**config.mk**
```make
export PLATFORM = sky130hd
export DESIGN_NAME = key_event_tx
export DESIGN_NICKNAME = d
export VERILOG_FILES = /design/src/rtl/key_evt_pkg.sv /design/src/rtl/key_evt_fifo.sv /design/src/rtl/key_event_tx.sv
export SDC_FILE = /design/constraint.sdc
export NUM_CORES = 1
export LEC_CHECK = 0
export BUFFER_PORTS_ARGS = -buffer_cell sky130_fd_sc_hd__clkbuf_2
export CORE_AREA = 2 2 59 61
export CTS_BUF_LIST = sky130_fd_sc_hd__clkbuf_2 sky130_fd_sc_hd__clkbuf_4 sky130_fd_sc_hd__clkbuf_8
export CTS_CLUSTER_DIAMETER = 60
export CTS_CLUSTER_SIZE = 14
export DETAILED_ROUTE_END_ITERATION = 16
export DIE_AREA = 0 0 61 63
export PLACE_DENSITY = 0.59
export SETUP_SLACK_MARGIN = 0.5
export SYNTH_ARGS = -nofsm -noshare
export SYNTH_HDL_FRONTEND = slang
export SYNTH_SLANG_ARGS = --single-unit
```
**constraint.sdc**
```tcl
create_clock -name key_clk -period 6.7 [get_ports key_clk]
set_input_delay 0.67 -clock key_clk [delete_from_list [all_inputs] [get_ports key_clk]]
set_output_delay 0.67 -clock key_clk [all_outputs]
set_load 0.01 [all_outputs]
```
**src/rtl/key_evt_pkg.sv**
```systemverilog
// Shared constants, key decode and FSM state type for the key event transmitter.
package key_evt_pkg;

    localparam logic [3:0] KEY_S1   = 4'b0001;
    localparam logic [3:0] KEY_S2   = 4'b0010;
    localparam logic [3:0] KEY_S3   = 4'b0100;
    localparam logic [3:0] KEY_S4   = 4'b1000;
    localparam logic [3:0] KEY_NONE = 4'b1111;

    localparam logic [7:0] ASCII_CR = 8'h0D;
    localparam logic [7:0] ASCII_LF = 8'h0A;

    localparam int unsigned KEY_IDX_W = 2;

    typedef enum logic [1:0] {
        ST_IDLE = 2'd0,
        ST_CHAR = 2'd1,
        ST_CR   = 2'd2,
        ST_LF   = 2'd3
    } state_t;

    typedef struct packed {
        logic                 valid;
        logic [KEY_IDX_W-1:0] idx;
    } key_evt_t;

    // Only the four one-hot codes are events; everything else is silently ignored.
    function automatic key_evt_t key_decode(input logic [3:0] code);
        key_evt_t evt;
        evt = '0;
        case (code)
            KEY_S1:  evt = '{valid: 1'b1, idx: 2'd0};
            KEY_S2:  evt = '{valid: 1'b1, idx: 2'd1};
            KEY_S3:  evt = '{valid: 1'b1, idx: 2'd2};
            KEY_S4:  evt = '{valid: 1'b1, idx: 2'd3};
            default: evt = '0;
        endcase
        return evt;
    endfunction

endpackage

```
**src/rtl/key_evt_fifo.sv**
```systemverilog
// Synchronous show-ahead FIFO; a push into a full FIFO is accepted when a pop happens in the same cycle.
module key_evt_fifo #(
    parameter int unsigned WIDTH = 2,
    parameter int unsigned DEPTH = 4,
    localparam int unsigned LEVEL_W = $clog2(DEPTH + 1)
) (
    input  logic               clk,
    input  logic               rst,
    input  logic               push,
    input  logic               pop,
    input  logic [WIDTH-1:0]   wdata,
    output logic [WIDTH-1:0]   rdata,
    output logic               full,
    output logic               empty,
    output logic [LEVEL_W-1:0] level
);

    localparam int unsigned AW = (DEPTH > 1) ? $clog2(DEPTH) : 1;

    logic [WIDTH-1:0] mem [DEPTH];
    logic [AW-1:0]    rd_ptr;
    logic [AW-1:0]    wr_ptr;
    logic             push_ok;
    logic             pop_ok;

    assign full    = (level == LEVEL_W'(DEPTH));
    assign empty   = (level == '0);
    assign pop_ok  = pop && !empty;
    assign push_ok = push && (!full || pop_ok);
    assign rdata   = mem[rd_ptr];

    always_ff @(posedge clk) begin
        if (push_ok) begin
            mem[wr_ptr] <= wdata;
        end
    end

    // Pointers wrap naturally because DEPTH is a power of two.
    always_ff @(posedge clk) begin
        if (rst) begin
            rd_ptr <= '0;
            wr_ptr <= '0;
            level  <= '0;
        end else begin
            if (push_ok) begin
                wr_ptr <= wr_ptr + AW'(1);
            end
            if (pop_ok) begin
                rd_ptr <= rd_ptr + AW'(1);
            end
            case ({push_ok, pop_ok})
                2'b10:   level <= level + LEVEL_W'(1);
                2'b01:   level <= level - LEVEL_W'(1);
                default: level <= level;
            endcase
        end
    end

endmodule

```
**src/rtl/key_event_tx.sv**
```systemverilog
// Queues debounced key pulses and sends one ASCII byte per press over a valid/ready link.
// Optional feature: define KEY_EVT_CRLF_EN to follow every character with CR then LF.
module key_event_tx
    import key_evt_pkg::*;
#(
    parameter int unsigned FIFO_DEPTH = 4,
    parameter logic [7:0]  CHAR_BASE  = 8'h31,
    localparam int unsigned LEVEL_W   = $clog2(FIFO_DEPTH + 1)
) (
    input  logic               key_clk,
    input  logic               key_rst,
    input  logic [3:0]         key_value,
    output logic [7:0]         tx_data,
    output logic               tx_valid,
    input  logic               tx_ready,
    output logic               overflow,
    output logic [LEVEL_W-1:0] fifo_level
);

    key_evt_t             evt;
    logic [KEY_IDX_W-1:0] fifo_rdata;
    logic                 fifo_full;
    logic                 fifo_empty;
    logic                 pop;
    logic                 xfer;
    logic [7:0]           load_char;
    state_t               state;
    state_t               state_nxt;
    logic                 tx_valid_nxt;
    logic [7:0]           tx_data_nxt;

    assign evt       = key_decode(key_value);
    assign xfer      = tx_valid && tx_ready;
    assign load_char = CHAR_BASE + 8'(fifo_rdata);

    key_evt_fifo #(
        .WIDTH (KEY_IDX_W),
        .DEPTH (FIFO_DEPTH)
    ) u_fifo (
        .clk   (key_clk),
        .rst   (key_rst),
        .push  (evt.valid),
        .pop   (pop),
        .wdata (evt.idx),
        .rdata (fifo_rdata),
        .full  (fifo_full),
        .empty (fifo_empty),
        .level (fifo_level)
    );

    always_ff @(posedge key_clk) begin
        if (key_rst) begin
            state    <= ST_IDLE;
            tx_valid <= 1'b0;
            tx_data  <= 8'h00;
            overflow <= 1'b0;
        end else begin
            state    <= state_nxt;
            tx_valid <= tx_valid_nxt;
            tx_data  <= tx_data_nxt;
            overflow <= evt.valid && fifo_full && !pop;
        end
    end

    // Next state and next registered outputs; loading a character always pops the FIFO.
    always_comb begin
        state_nxt    = state;
        tx_valid_nxt = tx_valid;
        tx_data_nxt  = tx_data;
        pop          = 1'b0;
        case (state)
            ST_IDLE: begin
                if (!fifo_empty) begin
                    pop          = 1'b1;
                    state_nxt    = ST_CHAR;
                    tx_valid_nxt = 1'b1;
                    tx_data_nxt  = load_char;
                end
            end
            ST_CHAR: begin
                if (xfer) begin
`ifdef KEY_EVT_CRLF_EN
                    state_nxt   = ST_CR;
                    tx_data_nxt = ASCII_CR;
`else
                    if (!fifo_empty) begin
                        pop         = 1'b1;
                        tx_data_nxt = load_char;
                    end else begin
                        state_nxt    = ST_IDLE;
                        tx_valid_nxt = 1'b0;
                    end
`endif
                end
            end
`ifdef KEY_EVT_CRLF_EN
            ST_CR: begin
                if (xfer) begin
                    state_nxt   = ST_LF;
                    tx_data_nxt = ASCII_LF;
                end
            end
            ST_LF: begin
                if (xfer) begin
                    if (!fifo_empty) begin
                        pop         = 1'b1;
                        state_nxt   = ST_CHAR;
                        tx_data_nxt = load_char;
                    end else begin
                        state_nxt    = ST_IDLE;
                        tx_valid_nxt = 1'b0;
                    end
                end
            end
`endif
            default: begin
                state_nxt    = ST_IDLE;
                tx_valid_nxt = 1'b0;
            end
        endcase
    end

endmodule

```
# After elaboration in Yosys (flattened, before gate mapping)
# Memories as Yosys holds them, arrays and structs flattened. A register that Yosys moved wholly into a read port is not among the register bits.
# Index checks and enable logic that the tools add are counted.
[op_classes]
mux = 20
reduce_logical = 15
n_addsub = 5
eq_ne = 11
[ops]
columns = ["op", "n"]
rows = [
  ["8-bit 2-to-1 mux", 2],
  ["8-bit one-hot mux with 2 select lines", 1],
  ["3-bit one-hot mux with 4 select lines", 1],
  ["2-bit 2-to-1 mux", 5],
  ["6-bit by 2-bit adder with 7-bit output (first input constant)", 1],
  ["1-bit 2-to-1 mux", 7],
  ["2-bit != test (second input constant)", 3],
  ["3-bit one-hot mux with 2 select lines", 1],
  ["1-bit logical AND", 5],
  ["2-bit by 1-bit adder with 2-bit output (second input constant)", 2],
  ["2-bit by 1-bit == test with 1-bit output (second input constant)", 2],
  ["4-bit by 1-bit == test with 1-bit output (second input constant)", 1],
  ["4-bit by 2-bit == test with 1-bit output (second input constant)", 1],
  ["4-bit by 3-bit == test with 1-bit output (second input constant)", 1],
  ["4-bit == test (second input constant)", 1],
  ["1-bit one-hot mux with 2 select lines", 2],
  ["2-bit one-hot mux with 2 select lines", 1],
  ["2-bit nonzero test", 2],
  ["3-bit by 1-bit adder with 3-bit output (second input constant)", 1],
  ["3-bit == test (second input constant)", 1],
  ["1-bit zero test", 3],
  ["3-bit zero test", 1],
  ["3-bit AND reduction", 1],
  ["3-bit by 1-bit subtractor with 3-bit output (second input constant)", 1],
  ["4 further kinds", 4],
]
[totals]
in_bits = 7
register_bits = 19
ram_bits = 8
n_memories = 1
output_inout_bits = 13
wordCells = 59
[mem_list]
columns = ["name", "words", "word_bits", "read_ports", "rd_clocked_by_memory_dff", "wr", "line_no", "text"]
rows = [
  ["u_fifo.mem", 4, 2, 1, 1, 1, "key_evt_fifo.sv:20", "logic [WIDTH-1:0] mem [DEPTH];"],
]

# Depth between registers and ports, before layout
[depth]
depth_word = 9
ltp_mapped = 8
depth_no_buf = 7

# Cells and area by module
# A second synthesis with hierarchy kept.
[unflattened]
hier_cells = 103
area_unflattened_um2 = 1103.6
[modules_own_cells]
columns = ["module", "n_inst", "seq_area_each_um2", "cells_each", "area_each_um2"]
rows = [
  ["key_evt_fifo", 1, 420.4, 64, 780.7],
  ["key_event_tx", 1, 120.1, 39, 322.8],
]

# Worst setup path before layout
# Ideal clock, no wire load.
[synth_path]
path_kind = "input to register"
from = "input key_value[2]"
to = "register u_fifo.level[2]"
stages = 7
setup_slack_ps = 4107
n_path_buf = 0
setup_ps = 78
arrival_ps = 2515
cell_sequence = "xor2_1 > a211oi_2 > nand2_1 > fa_1 > or4_4 > and3b_1 > nor3_1"
[synth_via]
elab_chain_len = 5
[synth_lines]
columns = ["item", "line_no", "text"]
rows = [
  ["start: declaration", "key_event_tx.sv:12", "input logic [3:0] key_value,"],
  ["4-bit == test (tied with other cells)", "key_evt_pkg.sv:31", "case (code)"],
  ["3-bit one-hot mux with 4 select lines (*)", "key_evt_pkg.sv:31", ""],
  ["1-bit logical AND (*)", "key_evt_fifo.sv:29", "assign push_ok = push && (!full || pop_ok);"],
  ["2-bit by 1-bit == test with 1-bit output / 2-bit == test (equally long branches)", "key_evt_fifo.sv:51", "case ({push_ok, pop_ok})"],
  ["3-bit one-hot mux with 2 select lines / 2-bit nonzero test (equally long branches)", "--", ""],
  ["end signal: assignment", "key_evt_fifo.sv:52", "2'b10: level <= level + LEVEL_W'(1);"],
  ["end signal: assignment", "key_evt_fifo.sv:53", "2'b01: level <= level - LEVEL_W'(1);"],
  ["end signal: assignment", "key_evt_fifo.sv:54", "default: level <= level;"],
  ["end: declaration", "key_evt_fifo.sv:15", "output logic [LEVEL_W-1:0] level"],
]
# Every way passes the cells marked *; elsewhere a longest branch is shown, timed or not.
# A chain may end at the register's enable or synchronous reset.

# Final worst setup path
# Ends and elaborated chain as after synthesis.

==> impl_metrics.toml <==
[outcome]
status = "finished, final reports clean"

[global_route]
grt_pass1_vias = 694
grt_use_total = 0.102
grt_pass1_wl_um = 2950
antenna_found_initial = 0
gr-total-overflow = 0
grt_max_degree = 15

[finish]
antennaDiodeCount = 0
layout-drive-gt1-share = 0.252
final_common_cell = "clkbuf_2"
syn2layout_area_growth_pct = 12.5
final_cell_mix = "clkbuf_2, dfxtp_1, nor2_1"
final_area_sq_um = 1200
layout.nets = 125
fillers = 341

[drt]
dr.pass1.iters = 2
viasPerCell = 4.43
wl_per_cell_um = 10.1
first_iter_violations = 15
vias = 695
routed_wirelength_um = 1590
post-route-drc-count = 0
route.antenna.remaining_nets = 0

[cts]
cts_resized = 0
ctsHoldBuffers = 0
clk_path_buf_depth = 2
cts-root-buf = "clkbuf_4"
cts_made_buffers = 3
clk_latency_ns = 0.30
htree_num_levels = 1
clk_pin_slew_ns = 0.12
numClockSinks = 23
cts_setup_buffers = 0
cts_tree = "done"

[worst_setup_path]
crit_buf_inv = 1
slowest_delay_ns = 0.54
end_kind = "flip-flop"
slowest_stage = "or4_4"
crit_type = "in -> reg"
cp.arrival_ns = 2.83
crit_path_max_fanout = 7
crit_chain = "clkbuf_2 > xor2_1 > a211oi_2 > nand2_1 > fa_1 > or4_4 > and3b_1 > nor3_1"
cp-start-kind = "primary input"
cp_data_required_time_ns = 6.94
cp_top_family = "simple AND/OR/NAND/NOR gates"

[power_and_ir_drop]
power_switching_share = 0.342
switching_power_mw = 0.142
p_int_mw = 0.274
p_leak_nw = 0.484
p_per_area_nw_per_um2 = 346
ir_drop_v = 0.000111
comb_power_share = 0.370
seq_power_share = 0.469
p_clk_frac = 0.161

[floorplan]
core-area_sq_um = 3230
die-height_um = 63
die-width_um = 61
num_io_pins = 20
start_util = 0.331
num_rows = 21
die_area_sq_um = 3840

[timing]
fin_skew_ns = 0.00421
max_slew_margin = 0.478
finalCriticalPeriod_ns = 2.60
finalSetupViolations = 0
finalCritPeriodShare = 0.388
rsz0062_at_grt = "false"
slew_viol_final = 0
max_freq_mhz = 385
finalHoldViolCount = 0
fin_setup_tns_ns = 0
worst_pin_slew_ns = 0.780

[synth]
synth_edf_count = 8
syn_area_sq_um = 1070
synth_cells = 95
ys_seq_area_frac = 0.505
async_flop_share = 0
synth_seq_cells = 23
synth.avg_cell_area_sq_um = 11.3
synth-main-ff-cell = "dfxtp_1"
synth_cell_types = 31
yosys_warnings = 0

[place]
gp_congestion = 0.622
dp_hpwl_um = 1260
dpl_cell_area_sq_um = 1170
portBuffers = 16

[min_path]
hold_path.class = "reg -> reg"

[run]
max_cap_viol_count = 0
-- cell families after synthesis --
group,count (synthesis),synth area share
buf+inv,10,0.0526
flops,23,0.505
xor+xnor,6,0.0491
mux,6,0.0794
simple gates,36,0.189
other cells,1,0.00350
compound gates,7,0.0444
fa+ha+maj,6,0.0771
-- per-layer routing --
metal | track usage | vias up | wire [um]
met4 | 0.0571 | 0 | 34
met5 | 0 | - | 0
met2 | 0.163 | 11 | 801
li1 | - | 350 | -
met3 | 0.0186 | 4 | 35
met1 | 0.125 | 330 | 717
-- through the flow --
step           instances  power (mW)  setup slack (ns)  hold WS [ns]   util
2_1_floorplan         97       0.321              4.11         0.485      -
3_3_place_gp         153       0.350              3.79         0.476  0.364
3_5_place_dp         153       0.355              3.74         0.486  0.364
4_1_cts              157       0.423              4.08         0.517  0.373
5_1_grt              157       0.457              3.90         0.555  0.373
6_report             157       0.416              4.10         0.507  0.373
-- layout make-up --
cell class	instances	area, sq um	area share
repair buffers	16	80.1	0.0665
multi-input cells	64	482	0.400
clock buffers	4	30.0	0.0249
inverters	4	15.0	0.0125
flip-flops and latches	23	541	0.449
well taps	46	57.6	0.0478
-- registers in the layout (all words and copies together) (netlist names), named ones only --
signal         cells
u_fifo.wr_ptr      2
u_fifo.level       3
overflow           1
tx_valid           1
tx_data            4
u_fifo.mem         8
u_fifo.rd_ptr      2
-- synth_stat cells, drive strengths merged (2+ instances only) --
cell type   n  area share
nor2       14       0.049
buf         5       0.035
xor2        2       0.016
edfxtp      8        0.22
and2        5       0.030
nor3        3       0.014
a21oi       3       0.014
mux4        2       0.042
dfxtp      15        0.28
a211oi      2       0.019
inv         4       0.014
nand2       4       0.014
xnor2       4       0.033
nor4b       2       0.028
ha          5       0.058
mux2i       4       0.037
-- power by group through the flow --
stage	clock network (mW)	registers, mW	logic, mW
after floorplan	0	0.205	0.116
after global placement	0	0.198	0.153
after detailed placement	0	0.199	0.157
after CTS	0.0699	0.196	0.157
after global routing	0.0771	0.201	0.179
final	0.0670	0.195	0.154
-- final timing paths --
kind,startpoint,end,slack (ns),depth (start not counted)
setup / recovery,key_value[2],u_fifo.level[2]$_SDFFE_PP0P_,4.10,8
hold / removal,tx_data[4]$_SDFFE_PP0P_,tx_data[4]$_SDFFE_PP0P_,0.51,2
setup reg to reg,u_fifo.level[1]$_SDFFE_PP0P_,u_fifo.level[2]$_SDFFE_PP0P_,4.11,7
hold reg to reg,tx_data[4]$_SDFFE_PP0P_,tx_data[4]$_SDFFE_PP0P_,0.51,2
-- tightest hold or removal path: stages, from the launching register on --
cell     delay (ns)
dfxtp_1        0.34
nor2_1         0.10
nor2_1         0.04
No activity file was read; power rests on OpenSTA's default activity.
